<file path="config.mk">
export PLATFORM = sky130hd
export DESIGN_NAME = dual_issue_fetch_buffer_flat
export DESIGN_NICKNAME = d
export VERILOG_FILES = /design/src/rtl/bsg_vanilla_pkg.sv /design/src/rtl/dual_issue_fetch_buffer_if.sv /design/src/rtl/dual_issue_fetch_mem.sv /design/src/rtl/dual_issue_fetch_buffer.sv /design/src/flat_wrapper.sv
export SDC_FILE = /design/constraint.sdc
export NUM_CORES = 1
export LEC_CHECK = 0
export ABC_AREA = 1
export BUFFER_PORTS_ARGS = -buffer_cell sky130_fd_sc_hd__buf_4
export CORE_MARGIN = 4
export CORE_UTILIZATION = 40
export CTS_BUF_LIST = sky130_fd_sc_hd__clkbuf_2 sky130_fd_sc_hd__clkbuf_4 sky130_fd_sc_hd__clkbuf_8
export DETAILED_ROUTE_END_ITERATION = 10
export GPL_ROUTABILITY_DRIVEN = 0
export GPL_TIMING_DRIVEN = 0
export PLACE_DENSITY = 0.69
export SYNTH_ARGS = -nofsm -noshare
export SYNTH_HDL_FRONTEND = slang
export SYNTH_SLANG_ARGS = --single-unit
</file>
<file path="constraint.sdc">
create_clock -name clk_i -period 9.9 [get_ports clk_i]
set_clock_uncertainty 0.05 [all_clocks]
set_input_delay 1.98 -clock clk_i [delete_from_list [all_inputs] [get_ports clk_i]]
set_output_delay 1.98 -clock clk_i [all_outputs]
set_load 0.01 [all_outputs]
</file>
<file path="src/rtl/bsg_vanilla_pkg.sv">
// Shared vanilla-core types used by the fetch buffer.
// Holds the instruction word type and the canonical NOP encoding.
package bsg_vanilla_pkg;

  typedef struct packed {
    logic [6:0] funct7;
    logic [4:0] rs2;
    logic [4:0] rs1;
    logic [2:0] funct3;
    logic [4:0] rd;
    logic [6:0] op;
  } instruction_s;

  // addi x0, x0, 0
  localparam instruction_s vanilla_nop_instr_gp = 32'h0000_0013;

endpackage

</file>
<file path="src/rtl/dual_issue_fetch_buffer_if.sv">
// Fetch-side and issue-side handshake bundle of the dual-issue fetch buffer.
// The buffer takes the slave modport; the fetch stage / decoder side takes master.
interface dual_issue_fetch_buffer_if #(
  parameter int depth_p    = 4,
  parameter int pc_width_p = 32
) ();
  import bsg_vanilla_pkg::*;

  localparam int cnt_w = $clog2(depth_p + 1);

  logic                  fetch_v_i;
  instruction_s          fetch_instr_i;
  logic [pc_width_p-1:0] fetch_pc_i;
  logic                  fetch_ready_o;

  logic [1:0]            issue_v_o;
  instruction_s          issue_instr_o [0:1];
  logic [pc_width_p-1:0] issue_pc_o    [0:1];
  logic                  single_issue_i;
  logic                  issue_yumi_i;
  logic                  flush_i;
  logic [cnt_w-1:0]      count_o;

  modport slave (
    input  fetch_v_i, fetch_instr_i, fetch_pc_i, single_issue_i, issue_yumi_i, flush_i,
    output fetch_ready_o, issue_v_o, issue_instr_o, issue_pc_o, count_o
  );

  modport master (
    output fetch_v_i, fetch_instr_i, fetch_pc_i, single_issue_i, issue_yumi_i, flush_i,
    input  fetch_ready_o, issue_v_o, issue_instr_o, issue_pc_o, count_o
  );

endinterface

</file>
<file path="src/rtl/dual_issue_fetch_mem.sv">
// Entry storage for the fetch buffer: one write port, two asynchronous read ports.
// Contents are deliberately not reset; validity is tracked by the owner's count.
module dual_issue_fetch_mem #(
  parameter int width_p  = 64,
  parameter int els_p    = 4,
  parameter int addr_w_p = $clog2(els_p)
) (
  input  logic                          clk_i,
  input  logic                          w_v,
  input  logic [addr_w_p-1:0]           w_addr,
  input  logic [width_p-1:0]            w_data,
  input  logic [1:0][addr_w_p-1:0]      r_addr,
  output logic [1:0][width_p-1:0]       r_data
);

  logic [width_p-1:0] mem_reg [els_p];

  always_ff @(posedge clk_i) begin
    if (w_v) begin
      mem_reg[w_addr] <= w_data;
    end
  end

  for (genvar gi = 0; gi < 2; gi++) begin : g_rd
    assign r_data[gi] = mem_reg[r_addr[gi]];
  end

endmodule

</file>
<file path="src/rtl/dual_issue_fetch_buffer.sv">
// Circular instruction queue presenting the two oldest entries as an ordered issue pair.
// Define VANILLA_DUAL_ISSUE_EN for pair issue; otherwise it acts as a single-issue FIFO.
module dual_issue_fetch_buffer
  import bsg_vanilla_pkg::*;
#(
  parameter int depth_p    = 4,
  parameter int pc_width_p = 32
) (
  input  logic                      clk_i,
  input  logic                      reset_n_i,
  dual_issue_fetch_buffer_if.slave  bus
);

  localparam int ptr_w = $clog2(depth_p);
  localparam int cnt_w = $clog2(depth_p + 1);
  localparam logic [cnt_w-1:0] full_count = cnt_w'(depth_p);

  typedef struct packed {
    instruction_s          instr;
    logic [pc_width_p-1:0] pc;
  } entry_s;

  localparam int entry_w = $bits(entry_s);

  logic [ptr_w-1:0]              wptr_reg, rptr_reg;
  logic [cnt_w-1:0]              count_reg, count_next;
  logic                          push, pop_v, pop2;
  logic [1:0]                    pop_cnt;
  logic [1:0]                    slot_v;
  entry_s                        w_entry;
  logic [1:0][ptr_w-1:0]         r_addr;
  logic [1:0][entry_w-1:0]       r_data;

  // Ready depends only on registered occupancy, never on this cycle's yumi.
  assign bus.fetch_ready_o = (count_reg != full_count);
  assign push    = bus.fetch_v_i & bus.fetch_ready_o & ~bus.flush_i;
  assign slot_v[0] = (count_reg != '0);
  assign pop_v   = bus.issue_yumi_i & slot_v[0] & ~bus.flush_i;

`ifdef VANILLA_DUAL_ISSUE_EN
  assign slot_v[1] = (count_reg >= cnt_w'(2));
  assign pop2      = pop_v & slot_v[1] & ~bus.single_issue_i;
`else
  logic unused_single_issue;
  assign slot_v[1] = 1'b0;
  assign pop2      = 1'b0;
  assign unused_single_issue = bus.single_issue_i;
`endif

  assign pop_cnt    = pop2 ? 2'd2 : {1'b0, pop_v};
  assign count_next = count_reg + cnt_w'(push) - cnt_w'(pop_cnt);

  always_ff @(posedge clk_i or negedge reset_n_i) begin
    if (!reset_n_i) begin
      wptr_reg  <= '0;
      rptr_reg  <= '0;
      count_reg <= '0;
    end else if (bus.flush_i) begin
      wptr_reg  <= '0;
      rptr_reg  <= '0;
      count_reg <= '0;
    end else begin
      if (push) begin
        wptr_reg <= wptr_reg + ptr_w'(1);
      end
      rptr_reg  <= rptr_reg + ptr_w'(pop_cnt);
      count_reg <= count_next;
    end
  end

  assign w_entry.instr = bus.fetch_instr_i;
  assign w_entry.pc    = bus.fetch_pc_i;

  dual_issue_fetch_mem #(
    .width_p (entry_w),
    .els_p   (depth_p)
  ) mem (
    .clk_i  (clk_i),
    .w_v    (push),
    .w_addr (wptr_reg),
    .w_data (w_entry),
    .r_addr (r_addr),
    .r_data (r_data)
  );

  // Slot gi shows the entry gi places behind the head; empty slots show a NOP at PC 0.
  for (genvar gi = 0; gi < 2; gi++) begin : g_slot
    entry_s rd_entry;
    assign r_addr[gi] = rptr_reg + ptr_w'(gi);
    assign rd_entry   = r_data[gi];
    assign bus.issue_instr_o[gi] = slot_v[gi] ? rd_entry.instr : vanilla_nop_instr_gp;
    assign bus.issue_pc_o[gi]    = slot_v[gi] ? rd_entry.pc    : '0;
  end

  assign bus.issue_v_o = slot_v;
  assign bus.count_o   = count_reg;

  no_yumi_when_empty: assert property (
    @(posedge clk_i) disable iff (!reset_n_i) bus.issue_yumi_i |-> bus.issue_v_o[0]
  );

endmodule

</file>
<file path="src/flat_wrapper.sv">
// flat-port wrapper written by rule: the top's interface ports become plain ports
module dual_issue_fetch_buffer_flat import bsg_vanilla_pkg::*;
#(
  parameter int depth_p    = 4,
  parameter int pc_width_p = 32
)
  (clk_i, reset_n_i, bus_fetch_v_i, bus_fetch_instr_i, bus_fetch_pc_i, bus_single_issue_i, bus_issue_yumi_i, bus_flush_i, bus_fetch_ready_o, bus_issue_v_o, bus_issue_instr_o, bus_issue_pc_o, bus_count_o);
  dual_issue_fetch_buffer_if #(.depth_p(depth_p), .pc_width_p(pc_width_p)) bus_i ();
  input  logic clk_i;
  input  logic reset_n_i;
  input wire logic [$bits(bus_i.fetch_v_i)-1:0] bus_fetch_v_i;
  input wire logic [$bits(bus_i.fetch_instr_i)-1:0] bus_fetch_instr_i;
  input wire logic [$bits(bus_i.fetch_pc_i)-1:0] bus_fetch_pc_i;
  input wire logic [$bits(bus_i.single_issue_i)-1:0] bus_single_issue_i;
  input wire logic [$bits(bus_i.issue_yumi_i)-1:0] bus_issue_yumi_i;
  input wire logic [$bits(bus_i.flush_i)-1:0] bus_flush_i;
  output wire logic [$bits(bus_i.fetch_ready_o)-1:0] bus_fetch_ready_o;
  output wire logic [$bits(bus_i.issue_v_o)-1:0] bus_issue_v_o;
  output wire logic [$bits(bus_i.issue_instr_o)-1:0] bus_issue_instr_o;
  output wire logic [$bits(bus_i.issue_pc_o)-1:0] bus_issue_pc_o;
  output wire logic [$bits(bus_i.count_o)-1:0] bus_count_o;
  assign bus_i.fetch_v_i = bus_fetch_v_i;
  assign bus_i.fetch_instr_i = bus_fetch_instr_i;
  assign bus_i.fetch_pc_i = bus_fetch_pc_i;
  assign bus_i.single_issue_i = bus_single_issue_i;
  assign bus_i.issue_yumi_i = bus_issue_yumi_i;
  assign bus_i.flush_i = bus_flush_i;
  assign bus_fetch_ready_o = bus_i.fetch_ready_o;
  assign bus_issue_v_o = bus_i.issue_v_o;
  assign bus_issue_instr_o = {>>{bus_i.issue_instr_o}};
  assign bus_issue_pc_o = {>>{bus_i.issue_pc_o}};
  assign bus_count_o = bus_i.count_o;
  dual_issue_fetch_buffer #(.depth_p(depth_p), .pc_width_p(pc_width_p)) u_core (.clk_i(clk_i), .reset_n_i(reset_n_i), .bus(bus_i));
endmodule
</file>
Yosys cells after proc, flatten, opt, wreduce, memory -nomap -nowiden --
Memory sizes are Yosys's and may differ from the RTL's. Cells that the tools add are included.
Operators by class: $add $sub $neg 4, equal/unequal tests 1, muxes and demuxes 8, bitwise operators 5, reductions and logical operators 2
Operator list (count):
- two-way mux 32 bit | 2
- two-way mux 2 bit | 3
- bitwise AND 1 bit | 4
- adder 3 x 1 -> 3 bit | 1
- two-way mux 3 bit | 1
- inequality test 3 bit, second input constant | 1
- nonzero test 3 bit | 1
- subtractor 3 x 1 -> 3 bit | 1
- adder 2 x 1 -> 2 bit | 1
- adder 2 x 1 -> 2 bit, second input constant | 1
- two-way mux 1 bit | 2
- nonzero test 2 bit | 1
- NOT 1 bit | 1
Word-level totals: register bits 7, bits in writable memories 256, bits of input ports 70, output and inout port bits 134, word-level logic and storage cells 24, memories kept 1
Memories:
- u_core.mem.mem_reg | depth 4, bits a word 64, read ports 1, clocked after memory_dff 0, wr ports 1, RTL line dual_issue_fetch_mem.sv:16 | logic [width_p-1:0] mem_reg [els_p];

Depth between registers and ports, before layout --
depth in word-level cells 6, gate-level depth with buffers 13, mapped depth without buffers 12

Modules after synthesis --
A second synthesis with hierarchy kept.
Unflattened totals: cells, all modules 1755, area, all modules 14408.8 um^2
Modules (own cells, without submodules):
- dual_issue_fetch_mem | times used 1, cells an instance 1501, area each 12939.9 um^2, sequential area each 7687.4 um^2
- dual_issue_fetch_buffer | times used 1, cells an instance 254, area each 1468.9 um^2, sequential area each 175.2 um^2

Worst setup path after synthesis --
No wires, ideal clock.
kind input-to-reg, start point input bus_flush_i, end point memory u_core.mem.mem_reg[0][0], enable pin, setup time 0.487 ns, data arrival time 4.994 ns, slack 4.370 ns, stages on the path 3, buffers on the path 0, path through inv_1 -> nand3_1 -> nor2_1
Between the ends: word-level cells in the longest chain between the ends 4
Ends and longest elaborated chain:
- start: declaration | RTL line flat_wrapper.sv:16 | input wire logic [$bits(bus_i.flush_i)-1:0] bus_flush_i;
- NOT 1 bit | RTL line dual_issue_fetch_buffer.sv:36 | assign push = bus.fetch_v_i & bus.fetch_ready_o & ~bus.flush_i;
- bitwise AND 1 bit | RTL line dual_issue_fetch_buffer.sv:36
- two-way mux 1 bit | RTL line dual_issue_fetch_mem.sv:19 | if (w_v) begin
- two-way mux 1 bit (implied by the code) | RTL line dual_issue_fetch_mem.sv:20 | mem_reg[w_addr] <= w_data;
- end: declaration | RTL line dual_issue_fetch_mem.sv:16
Every way passes these cells.

Worst setup path in the final report --
start point register u_core.count_reg[1] (netlist: u_core.bus.count_o[1]), end point output bus_issue_instr_o[53]
Between the ends: word-level cells in the longest chain between the ends 2
Ends and longest elaborated chain:
- start: declaration | RTL line dual_issue_fetch_buffer.sv:26 | logic [cnt_w-1:0] count_reg, count_next;
- start signal: assignment | RTL line dual_issue_fetch_buffer.sv:67 | count_reg <= count_next;
- nonzero test 3 bit | RTL line dual_issue_fetch_buffer.sv:37 | assign slot_v[0] = (count_reg != '0);
- two-way mux 32 bit | RTL line dual_issue_fetch_buffer.sv:91 | assign bus.issue_instr_o[gi] = slot_v[gi] ? rd_entry.instr : vanilla_nop_instr_gp;
- end: declaration | RTL line flat_wrapper.sv:19 | output wire logic [$bits(bus_i.issue_instr_o)-1:0] bus_issue_instr_o;
Every way passes these cells.

==> impl_metrics.tcl <==
set metrics [dict create \
    post-route-util_pct 50.1 \
    synth_xor_area_share_pct 0 \
    rows 62 \
    fp.dieW_um 179 \
    critPathRequiredTime_ns 7.87 \
    synth.cell_area_mm2 0.0117 \
    drt-initial-drc-count 485 \
    synthAdderAreaFrac_pct 0.917 \
    r2r-start "u_core.bus.count_o[1]" \
    holdBufCountCts 0 \
    status "complete, no violations" \
    ys.warnings.count 0 \
    slowest_stage "nor2_2" \
    hold_start "u_core.wptr_reg[1]" \
    synth_top_family_by_area "simple AND/OR/NAND/NOR gates" \
    min_period_over_period_pct 44.6 \
    area_delta_synth_final_pct 23.3 \
    switching_share_pct 31.8 \
    synth_top_cell_by_area "edfxtp_1" \
    diodes 0 \
    nets 1455 \
    numPortBuffers 137 \
    cp_cell_sequence "inv_1 -> nand2_1 -> nor2_2 -> buf_2 -> a21oi_1 -> buf_4" \
    cts.htree.levels 2 \
    setup_ws_ns 5.48 \
    cp_max_fo 10 \
    worst_pin_slew_ns 0.723 \
    finalHoldViolations 0 \
    ir_drop_mv 0.166 \
    clk_pin_slew_worst_paths_ns 0.06 \
    pwr-share-seq_pct 42.0 \
    clkLatencyLatePin_ns 0.53 \
    p_switching_w 0.000992 \
    syn_inst 1125 \
    hpwl_um 17600 \
    cp.arrival_ns 2.39 \
    hold_end "u_core.wptr_reg[1]" \
    cts_buffer_depth 3 \
    io_pins 204 \
    postPlaceCellArea_mm2 0.0137 \
    start_util_pct 40.7 \
    wl_per_cell_um 15.0 \
    grt_pass1_wl_um 40500 \
    post-place-ws_ns 5.75 \
    routed_wl_um 26900 \
    whs_path_depth 2 \
    clkSinkCount 263 \
    slew_viol_final 0 \
    antenna_found_initial 0 \
    ys_types 17 \
    rsz0062_at_grt "no" \
    r2r_slack_ns 6.94 \
    power.leakage_nw 6.71 \
    yosysSeqAreaShare_pct 67.0 \
    worstSetupEndpointType "output port" \
    synth-compound-area-share_pct 2.73 \
    min_period_ns 4.42 \
    r2r-end "u_core.bus.count_o[2]" \
    antenna_left 0 \
    grt_pass1_vias 7709 \
    start_kind "flip-flop" \
    hold_path_class "flip-flop to flip-flop" \
    grt_max_degree 30 \
    cts_root_buffer "clkbuf_8" \
    die_h_um 179 \
    track_usage_pct 16.4 \
    final_cell_area_mm2 0.0145 \
    viasPerCell 4.42 \
    synth.area.mux_share_pct 0 \
    combPwrFrac_pct 29.9 \
    ys_ff_latch 263 \
    dr.pass1.iters 7 \
    drive_gt1_share_pct 22.8 \
    largest_reg_flops 256 \
    grt_overflow_total 0 \
    total_power_w 0.00312 \
    relSlewSlack_pct 51.7 \
    p_clk_share_pct 28.1 \
    intPower_w 0.00213 \
    synth.top_cells.by_area "edfxtp_1 66%, nand2_1 8.6%, inv_1 8.3%" \
    powerDensity_mw_per_mm2 216 \
    cts_setup_buffers 0 \
    path_class "flip-flop to output port" \
    critPathMaxStageDelay_ns 0.57 \
    syn_avg_cell_area_um2 10.4 \
    cap_violations 0 \
    core_mm2 0.0289 \
    setup_violations 0 \
    post_cts_resized 0 \
    synthSimpleGateAreaFrac_pct 14.7 \
    num_vias 7914 \
    drc_errors 0 \
    fmax_ghz 0.226 \
    cts_buffers 42 \
    synth_top_area_share_pct 65.5 \
    r2r_cells 13 \
    die_area_mm2 0.0321 \
    fin_tns_setup_ns 0 \
    cts_tree "done" \
]
synthesized netlist by cell type, drive strengths merged:
cell and number:
nand2 269, inv 262, a21oi 63, o21ai 1, edfxtp 256, conb 2
nand4 2, dfrtp 7, nand3 133, buf 110, ha 7, fa 1
clkbuf 2, nor2 10
critical path, delay by kind of cell, from the launching register on:
family	cells	cell delay [ns]
AO/OA/AOI/OAI	1	0.12
buffers and inverters	3	0.65
flip-flops	1	0.43
AND/OR/NAND/NOR	2	0.67
metal layers:
layer	GRT usage, %	routed length, um	vias to the layer above	part of all wire [%]
met4	5.30	639	0	2.4
li1	-	-	3948	-
met2	28.9	13200	279	49
met3	3.65	2050	51	7.6
met1	19.9	11000	3636	41
met5	0	0	-	0
power groups by stage:
| stage | clock (W) | sequential (W) | combinational, W |
|---|---|---|---|
| 2_1_floorplan | 0 | 0.00134 | 0.000477 |
| 3_3_place_gp | 0 | 0.00135 | 0.000919 |
| 3_5_place_dp | 0 | 0.00134 | 0.000947 |
| 4_1_cts | 0.000894 | 0.00131 | 0.000950 |
| 5_1_grt | 0.000948 | 0.00132 | 0.00104 |
| 6_report | 0.000877 | 0.00131 | 0.000933 |
cell type report:
class                           count  area [um2]
Multi-Input combinational cell    551        2430
Clock inverter                     22         118
Sequential cell                   263        7860
Tap cell                          384         480
Timing Repair Buffer              145        1190
Buffer                            112         723
Inverter                          262         983
Fill cell                        2609       14400
Clock buffer                       53         679
cell families after synthesis:
kind of cell,count (synthesis)
other cells,2
fa+ha+maj,8
simple gates,414
buf+inv,374
compound gates,64
flops,263
how the worst max path moves through the flow:
stage | endpoint | slack, ns | depth (start not counted) | startpoint
2_1_floorplan | u_core.mem.mem_reg[0][0] | 4.37 | 3 | bus_flush_i
3_3_place_gp | u_core.mem.mem_reg[3][41] | 1.75 | 4 | bus_flush_i
3_5_place_dp | u_core.mem.mem_reg[2][38] | 5.75 | 6 | bus_flush_i
4_1_cts | bus_issue_instr_o[61] | 5.43 | 6 | u_core.bus.count_o[1]
5_1_grt | bus_issue_pc_o[33] | 5.33 | 6 | u_core.bus.count_o[1]
6_report | bus_issue_instr_o[53] | 5.48 | 6 | u_core.bus.count_o[1]
cell usage in the layout, fill, tap and decap left out, drive strengths merged:
| cell | count |
|---|---|
| nand2 | 269 |
| inv | 262 |
| edfxtp | 256 |
| buf | 255 |
| nand3 | 133 |
| conb | 65 |
| a21oi | 63 |
| clkbuf | 55 |
| clkinv | 20 |
| nor2 | 10 |
| ha | 7 |
| dfrtp | 7 |
| nand4 | 2 |
| o21ai | 1 |
| fa | 1 |
| bufinv | 1 |
| clkinvlp | 1 |
stage by stage:
stage	std cells	hold slack, ns
6_report	1792	0.532
5_1_grt	1792	0.561
4_1_cts	1792	0.538
3_5_place_dp	1717	0.523
3_3_place_gp	1709	0.493
2_1_floorplan	1188	0.469
No activity file was read; power rests on OpenSTA's default activity.
